[config.mk]
export PLATFORM = sky130hd
export DESIGN_NAME = data_sram_axi_bridge
export DESIGN_NICKNAME = d
export VERILOG_FILES = /design/src/rtl/data_sram_axi_bridge_pkg.sv /design/src/rtl/data_sram_axi_bridge_size_enc.sv /design/src/rtl/data_sram_axi_bridge.sv
export SDC_FILE = /design/constraint.sdc
export NUM_CORES = 1
export LEC_CHECK = 0
export BUFFER_PORTS_ARGS = -buffer_cell sky130_fd_sc_hd__buf_2
export CORE_ASPECT_RATIO = 0.75
export CORE_MARGIN = 5
export CORE_UTILIZATION = 43
export CTS_BUF_LIST = sky130_fd_sc_hd__clkbuf_4
export DETAILED_ROUTE_END_ITERATION = 8
export GPL_ROUTABILITY_DRIVEN = 0
export PLACE_DENSITY = 0.78
export SYNTH_ARGS = -nofsm -noshare
export SYNTH_HDL_FRONTEND = slang
export SYNTH_SLANG_ARGS = --single-unit
[constraint.sdc]
create_clock -name clk -period 1.3 [get_ports clk]
set_input_delay 0.13 -clock clk [delete_from_list [all_inputs] [get_ports clk]]
set_output_delay 0.13 -clock clk [all_outputs]
set_load 0.05 [all_outputs]
[src/rtl/data_sram_axi_bridge_pkg.sv]
// rtl/data_sram_axi_bridge_pkg.sv - shared types and constants for the SRAM-like to AXI bridge
package data_sram_axi_bridge_pkg;

    typedef enum logic [2:0] {
        IDLE    = 3'd0,
        RD_AR   = 3'd1,
        RD_R    = 3'd2,
        WR_AW_W = 3'd3,
        WR_B    = 3'd4
    } bridge_state_t;

    localparam logic [2:0] AXI_SIZE_B = 3'd0;
    localparam logic [2:0] AXI_SIZE_H = 3'd1;
    localparam logic [2:0] AXI_SIZE_W = 3'd2;

    // Tie-offs applied by the wrapper around this bridge
    localparam logic [3:0] AXI_ID    = 4'd0;
    localparam logic [7:0] AXI_LEN   = 8'd0;
    localparam logic [1:0] AXI_BURST = 2'b01;

    localparam logic RstEnable = 1'b0;

endpackage

[src/rtl/data_sram_axi_bridge_size_enc.sv]
// rtl/data_sram_axi_bridge_size_enc.sv - byte-select to AXI transfer size encoder
module axi_size_enc
    import data_sram_axi_bridge_pkg::*;
(
    input  logic [3:0] select,
    output logic [2:0] size
);

    // Non-contiguous patterns are never issued upstream; treat them as a word.
    always_comb begin
        size = AXI_SIZE_W;
        case (select)
            4'b0001, 4'b0010, 4'b0100, 4'b1000: size = AXI_SIZE_B;
            4'b0011, 4'b1100:                   size = AXI_SIZE_H;
            default:                            size = AXI_SIZE_W;
        endcase
    end

endmodule

[src/rtl/data_sram_axi_bridge.sv]
// rtl/data_sram_axi_bridge.sv - single-outstanding SRAM-like to single-beat AXI4 bridge
module data_sram_axi_bridge
    import data_sram_axi_bridge_pkg::*;
#(
    parameter int ADDR_W = 32,
    parameter int DATA_W = 32
) (
    input  logic                  clk,
    input  logic                  rst,

    input  logic                  req,
    input  logic                  wr,
    input  logic [3:0]            select,
    input  logic [ADDR_W-1:0]     addr,
    input  logic [DATA_W-1:0]     wdata,
    output logic                  addr_ok,
    output logic                  data_ok,
    output logic [DATA_W-1:0]     rdata,

    output logic [ADDR_W-1:0]     araddr,
    output logic [2:0]            arsize,
    output logic                  arvalid,
    input  logic                  arready,

    input  logic [DATA_W-1:0]     rdata_axi,
    input  logic                  rvalid,
    output logic                  rready,

    output logic [ADDR_W-1:0]     awaddr,
    output logic [2:0]            awsize,
    output logic                  awvalid,
    input  logic                  awready,

    output logic [DATA_W-1:0]     wdata_axi,
    output logic [DATA_W/8-1:0]   wstrb,
    output logic                  wvalid,
    input  logic                  wready,

    input  logic                  bvalid,
    output logic                  bready
);

    bridge_state_t state;
    logic [2:0]    req_size;
    logic          aw_done;
    logic          w_done;
    logic          aw_hs;
    logic          w_hs;

    axi_size_enc u_size_enc (
        .select (select),
        .size   (req_size)
    );

    assign aw_hs = awvalid && awready;
    assign w_hs  = wvalid && wready;

    // Every output is registered so addr_ok cannot loop back into upstream req.
    always_ff @(posedge clk) begin
        if (rst == RstEnable) begin
            state     <= IDLE;
            addr_ok   <= 1'b0;
            data_ok   <= 1'b0;
            rdata     <= '0;
            araddr    <= '0;
            arsize    <= '0;
            arvalid   <= 1'b0;
            rready    <= 1'b0;
            awaddr    <= '0;
            awsize    <= '0;
            awvalid   <= 1'b0;
            wdata_axi <= '0;
            wstrb     <= '0;
            wvalid    <= 1'b0;
            bready    <= 1'b0;
            aw_done   <= 1'b0;
            w_done    <= 1'b0;
        end else begin
            addr_ok <= 1'b0;
            data_ok <= 1'b0;

            case (state)
                IDLE: begin
                    if (req) begin
                        addr_ok <= 1'b1;
                        if (wr) begin
                            awaddr    <= addr;
                            awsize    <= req_size;
                            wdata_axi <= wdata;
                            wstrb     <= select;
                            awvalid   <= 1'b1;
                            wvalid    <= 1'b1;
                            aw_done   <= 1'b0;
                            w_done    <= 1'b0;
                            state     <= WR_AW_W;
                        end else begin
                            araddr  <= addr;
                            arsize  <= req_size;
                            arvalid <= 1'b1;
                            state   <= RD_AR;
                        end
                    end
                end

                RD_AR: begin
                    if (arvalid && arready) begin
                        arvalid <= 1'b0;
                        rready  <= 1'b1;
                        state   <= RD_R;
                    end
                end

                RD_R: begin
                    if (rvalid) begin
                        rready  <= 1'b0;
                        rdata   <= rdata_axi;
                        data_ok <= 1'b1;
                        state   <= IDLE;
                    end
                end

                WR_AW_W: begin
                    if (aw_hs) begin
                        awvalid <= 1'b0;
                        aw_done <= 1'b1;
                    end
                    if (w_hs) begin
                        wvalid <= 1'b0;
                        w_done <= 1'b1;
                    end
                    // The two channels may complete in either order or together.
                    if ((aw_done || aw_hs) && (w_done || w_hs)) begin
                        bready <= 1'b1;
                        state  <= WR_B;
                    end
                end

                WR_B: begin
                    if (bvalid) begin
                        bready  <= 1'b0;
                        data_ok <= 1'b1;
                        state   <= IDLE;
                    end
                end

                default: state <= IDLE;
            endcase
        end
    end

endmodule

==> Word level (Yosys, flattened, before mapping) <==
Cells that the tools add are included.
{ "op_classes": {"shifts": 0, "n_mux": 34, "reduce_logical": 23, "bitwise": 1, "n_eq_ne": 19, "n_div": 0, "add_sub_neg": 0, "multipliers": 0, "order_cmp": 0} }
{ "ops": {"columns": ["cell", "count"], "rows": [
  ["1-bit two-way mux", 18],
  ["2-bit inequality test, second input constant", 9],
  ["1-bit one-hot mux with 2 select lines", 8],
  ["3-bit two-way mux", 5],
  ["3-bit one-hot mux with 5 select lines", 1],
  ["3-bit AND reduction", 4],
  ["4-bit AND reduction", 3],
  ["4-bit by 2-bit == test with 1-bit output, second input constant", 2],
  ["4-bit == test, second input constant", 2],
  ["2-bit nonzero test", 4],
  ["3-bit by 2-bit == test with 1-bit output, second input constant", 2],
  ["5-bit AND reduction", 1],
  ["4-bit by 1-bit == test with 1-bit output, second input constant", 1],
  ["4-bit by 3-bit == test with 1-bit output, second input constant", 1],
  ["1-bit logical AND", 4],
  ["2-bit one-hot mux with 2 select lines", 1],
  ["2-bit AND reduction", 2],
  ["4-bit OR reduction", 1],
  ["3-bit by 1-bit == test with 1-bit output, second input constant", 1],
  ["3-bit == test, second input constant", 1],
  ["3-bit zero test", 1],
  ["1-bit logical OR", 2],
  ["2-bit two-way mux", 1],
  ["2-bit OR reduction", 1],
  ["1-bit inverter", 1]
]} }
{ "word_totals": {"latch_bits": 0, "regBits": 150, "elab_cells": 94, "ramBits": 0, "n_memories": 0, "out_inout_bits": 145, "mem_bits_ro": 0, "input_bits": 109} }

==> Longest topological paths before layout <==
{ "logic_depth": {"depth_word": 5, "depth_mapped": 7} }

==> Modules after synthesis <==
Synthesis repeated with hierarchy kept, for this count alone.
{ "hier_totals": {"cells_unflattened": 635, "area_unflattened_um2": 5721.7} }
{ "modules_own_cells": {"columns": ["module", "cells_per_inst", "n_inst", "seq_area_each_um2", "area_each_um2"], "rows": [
  ["data_sram_axi_bridge", 628, 1, 3002.9, 5675.4],
  ["axi_size_enc", 7, 1, 0.0, 46.3]
]} }

==> Worst setup path after synthesis <==
No wires, ideal clock.
{ "synth_path": {"path_type": "flip-flop to flip-flop", "from": "register state[1]", "to": "register rdata[0]", "period_less_slack_ns": 1.462, "arrival_ns": 1.330, "setup_slack_ns": -0.162, "setup_ns": 0.132, "required_ns": 1.168, "path_stages_with_launch": 8, "cell_sequence": "dfxtp_1 -> clkbuf_2 -> nand2_1 -> or3_1 -> clkbuf_1 -> clkbuf_1 -> nand2_1 -> a21oi_1"} }
{ "synth_via": {"elab_chain_len": 2} }
{ "synth_rtl": {"columns": ["item", "line_no", "rtl"], "rows": [
  ["from (decl)", "data_sram_axi_bridge.sv:43", "bridge_state_t state;"],
  ["from (signal assigned)", "data_sram_axi_bridge.sv:61", "state <= IDLE;"],
  ["from (signal assigned)", "data_sram_axi_bridge.sv:95", "state <= WR_AW_W;"],
  ["from (signal assigned)", "data_sram_axi_bridge.sv:100", "state <= RD_AR;"],
  ["3-bit by 2-bit == test with 1-bit output", "data_sram_axi_bridge.sv:82", "case (state)"],
  ["2-bit AND reduction (no source line)", null, null],
  ["to (signal assigned)", "data_sram_axi_bridge.sv:116", "rdata <= rdata_axi;"],
  ["to (decl)", "data_sram_axi_bridge.sv:18", "output logic [DATA_W-1:0] rdata,"]
]} }
Every way passes these cells.
A chain may end at the register's enable or synchronous reset.

==> Worst setup path in the final report <==
{ "layout_path": {"from": "register state[0]", "to": "register awaddr[16]"} }
{ "layout_via": {"elab_chain_len": 2} }
{ "layout_rtl": {"columns": ["item", "line_no", "rtl"], "rows": [
  ["3-bit zero test", "data_sram_axi_bridge.sv:82", null],
  ["3-bit AND reduction (no source line)", null, null],
  ["to (signal assigned)", "data_sram_axi_bridge.sv:87", "awaddr <= addr;"],
  ["to (decl)", "data_sram_axi_bridge.sv:29", "output logic [ADDR_W-1:0] awaddr,"]
]} }
Every way passes these cells.

==> impl_metrics.toml <==
[clock_network]
cts.reportedPaths.clkPinSlew_ps = 140
cts_tree = "yes"
clk_latency_worst_skew_pair_ps = 540
h_tree_lvls = 4
clockBufferDepth = 2
tritoncts_buffer_count = 17
cts_root_buffer = "sky130_fd_sc_hd__clkbuf_4"
clkSinkCount = 148

[critical_path]
timing.setup.critical_path_class = "reg -> reg"
start_kind = "register"
endpoint_kind = "register"
worst_ep_arrival_time_ps = 1990
worstRegToRegCells = 5
cp_max_fo = 22
crit-reg2reg-capture = "awaddr[16]"
critical_path.max_stage_delay_ps = 360
crit_path_top_delay_cell = "sky130_fd_sc_hd__dfxtp_2"
regToRegSetupSlack_ps = -230
timing.critical_path.cells = "nor4b_4 > and2_4 > buf_16 > nand2_1 > a21oi_1"
critical_path_required_ps = 1760
worst_reg2reg_startpoint = "state[0]"

[pwr]
leakage_nw = 4.03
power.ir.vdd_worst_mv = 0.820
power_density_nw_per_um2 = 1290

[place]
dpl_cell_area_um2 = 6750
dpl.hpwl_mm = 10.9
placement.io_buffers = 251

[timing]
finalCritPeriodShare = 1.17
layout_min_cycle_time_ps = 1530
fin_ws_ps = -225
achievable-frequency_mhz = 656
worstMarginPinSlew_ps = 678
whs_ps = 236
timing.final.setup_violations = 151
grt_setup_unrepaired = "yes"
final.setup.tns_ps = -23230
max_slew_margin = 0.548
hold_violations = 0
fin_skew_ps = 27.5
report.final.slew_viol_count = 0

[final_layout]
fin_nets = 1144
area_added_between_synthesis_and_finish_pct = 76.5
area.sequential_um2 = 2980
multi_input_comb_area_um2 = 2300
finalInstanceArea_um2 = 9300
fillerInstances = 775
layout-drive-gt1-share = 0.387

[logic_synthesis]
mappedNetlistArea_um2 = 5270
synth_xor_xnor_area_share = 0.00166
yosysWarnings = 0
synth_cell_type_count = 33
synthesis.area_per_instance_um2 = 7.97
yosys.area_share.adder = 0
post_synth_and_or_nand_nor_area_fraction = 0.230
combinational_family_with_the_most_area_after_synthesis = "simple AND/OR/NAND/NOR gates"
synth_cells = 661
synth_compound_area_frac = 0.151
total_of_flip_flops_plus_latches_after_synthesis = 148
synth-async-reset-ratio = 0
synth_seq_area_share = 0.562
synth_enable_flop_cells = 0
yosys-mux-area-fraction = 0
ys.flop_type = "sky130_fd_sc_hd__dfxtp_1"

[hold_path]
hold_path_class = "in -> reg"
hold_end = "state[1]"
min-delay-start = "wr"
hold-path-cell-count = 4

[detailed_routing]
drt-vias-per-instance = 5.14
post-route-drc-count = 0
drtPass1Iterations = 5
detailroute.via_count = 6242
routed_wl_mm = 22.7
route.detailed.wl_per_inst_um = 18.7
drtAntennaViolNets = 0
drtIter0Drc = 433

[floorplanning]
num_rows = 35
ios = 254
die-area_um2 = 14600
die_height_um = 106
floorplan.initialDensity = 0.434
core-area_um2 = 12100
die_w_um = 138

[outcome]
violated_checks = "negative setup slack"
outcome = "complete, but fails checks"

[global_routing]
maximum_number_of_pins_on_one_net_before_global_route_repair = 145
vias_in_the_first_global_route = 6082
antenna_violations_before_repair = 0
grt_pass1_wl_mm = 30.5
globalRouteTotalUtil = 0.267
grt.overflow.total = 0

[job]
cap_viol_max_count = 0
[critical path: cells and delay by family, from the launching register on]
kind / cells / cell delay (ps)
buf+inv: 1 / 190
flops: 1 / 360
compound gates: 1 / 180
simple gates: 3 / 740
[state kept, by name (all words and copies together) (netlist names)]
name and flops:
wdata_axi 32, rdata 32, awvalid 1, arvalid 1, araddr 32, rready 1
addr_ok 1, awaddr 32, bready 1, wstrb 4, state 3, awsize 2
w_done 1, aw_done 1, data_ok 1, arsize 2, wvalid 1
[layer usage]
| layer | vias up | routed length (um) | GRT usage |
|---|---|---|---|
| met5 | - | 0 | 0 |
| met4 | 0 | 663 | 0.0910 |
| met3 | 60 | 2410 | 0.105 |
| met2 | 367 | 11000 | 0.467 |
| met1 | 2915 | 8630 | 0.292 |
| li1 | 2900 | - | - |
[through the flow]
stage	util	worst slack, ps	instances	power, mW
floorplan	-	-96.4	662	7.21
global placement	0.556	-129	1049	8.01
detailed placement	0.556	-200	1049	8.04
CTS	0.715	-155	1199	11.4
global route	0.767	-292	1214	12.4
finish	0.767	-225	1215	12.0
[cells in the final DEF, fill, tap and decap left out, drive strengths merged, types with 2 or more instances in the layout]
master / n
a211oi: 3
a21oi: 138
a31oi: 3
and2: 2
buf: 286
clkbuf: 29
clkinv: 4
clkinvlp: 5
conb: 2
dfxtp: 148
dlygate4sd3: 107
inv: 7
nand2: 277
nand3: 4
nor2: 12
nor3: 4
o2111ai: 2
o21ai: 2
[Yosys cell counts (3+ instances only)]
cell | n | area (um2)
sky130_fd_sc_hd__nand3_1 | 4 | 20.0
sky130_fd_sc_hd__nor2_1 | 12 | 45.0
sky130_fd_sc_hd__nor3_1 | 3 | 15.0
sky130_fd_sc_hd__buf_4 | 7 | 52.6
sky130_fd_sc_hd__nand2_1 | 277 | 1040
sky130_fd_sc_hd__buf_2 | 3 | 15.0
sky130_fd_sc_hd__a31oi_1 | 3 | 18.8
sky130_fd_sc_hd__a211oi_1 | 3 | 22.5
sky130_fd_sc_hd__buf_6 | 8 | 90.1
sky130_fd_sc_hd__clkbuf_1 | 29 | 109
sky130_fd_sc_hd__a21oi_1 | 138 | 691
sky130_fd_sc_hd__dfxtp_1 | 148 | 2960
[layout make-up]
cell class                      count  share of cell area
Clock inverter                     14              0.0137
Tap cell                          166              0.0223
Antenna cell                        1            0.000269
Clock buffer                       18              0.0145
Sequential cell                   148               0.321
Multi-Input combinational cell    461               0.248
Timing Repair Buffer              404               0.379
Inverter                            3             0.00148
[where the power goes]
group          internal, mW  switching [mW]
clock network         0.983            1.77
logic                  1.61            2.49
registers              4.89           0.255
total                  7.48            4.52
[cells by family (layout without fill, tap and decap cells)]
family                    after synthesis  in the layout
and+or+nand+nor                       306            306
buffers and inverters                  53            439
other                                   1              3
AOI/OAI and AO/OA                     152            152
DFF                                   148            148
xor gates and xnor gates                1              1
[how the worst max path moves through the flow]
stage	end	startpoint	slack [ps]	depth (start not counted)
after CTS	wdata_axi[23]	state[0]	-160	5
after detailed placement	wdata_axi[23]	state[2]	-200	5
after global routing	araddr[20]	state[0]	-290	6
final	awaddr[16]	state[0]	-230	5
after floorplan	awaddr[31]	state[2]	-100	6
after global placement	wdata_axi[23]	state[2]	-130	5
[timing repair]
item	in CTS	in global routing
endpoints found under the setup margin	253	224
hold endpoints to repair	143	0
resized for setup	147	120
hold buffers	107	0
pin swaps	7	26
buffers inserted	5	2
cloned	6	14
Note: power is estimated with default switching activity, not from simulation.
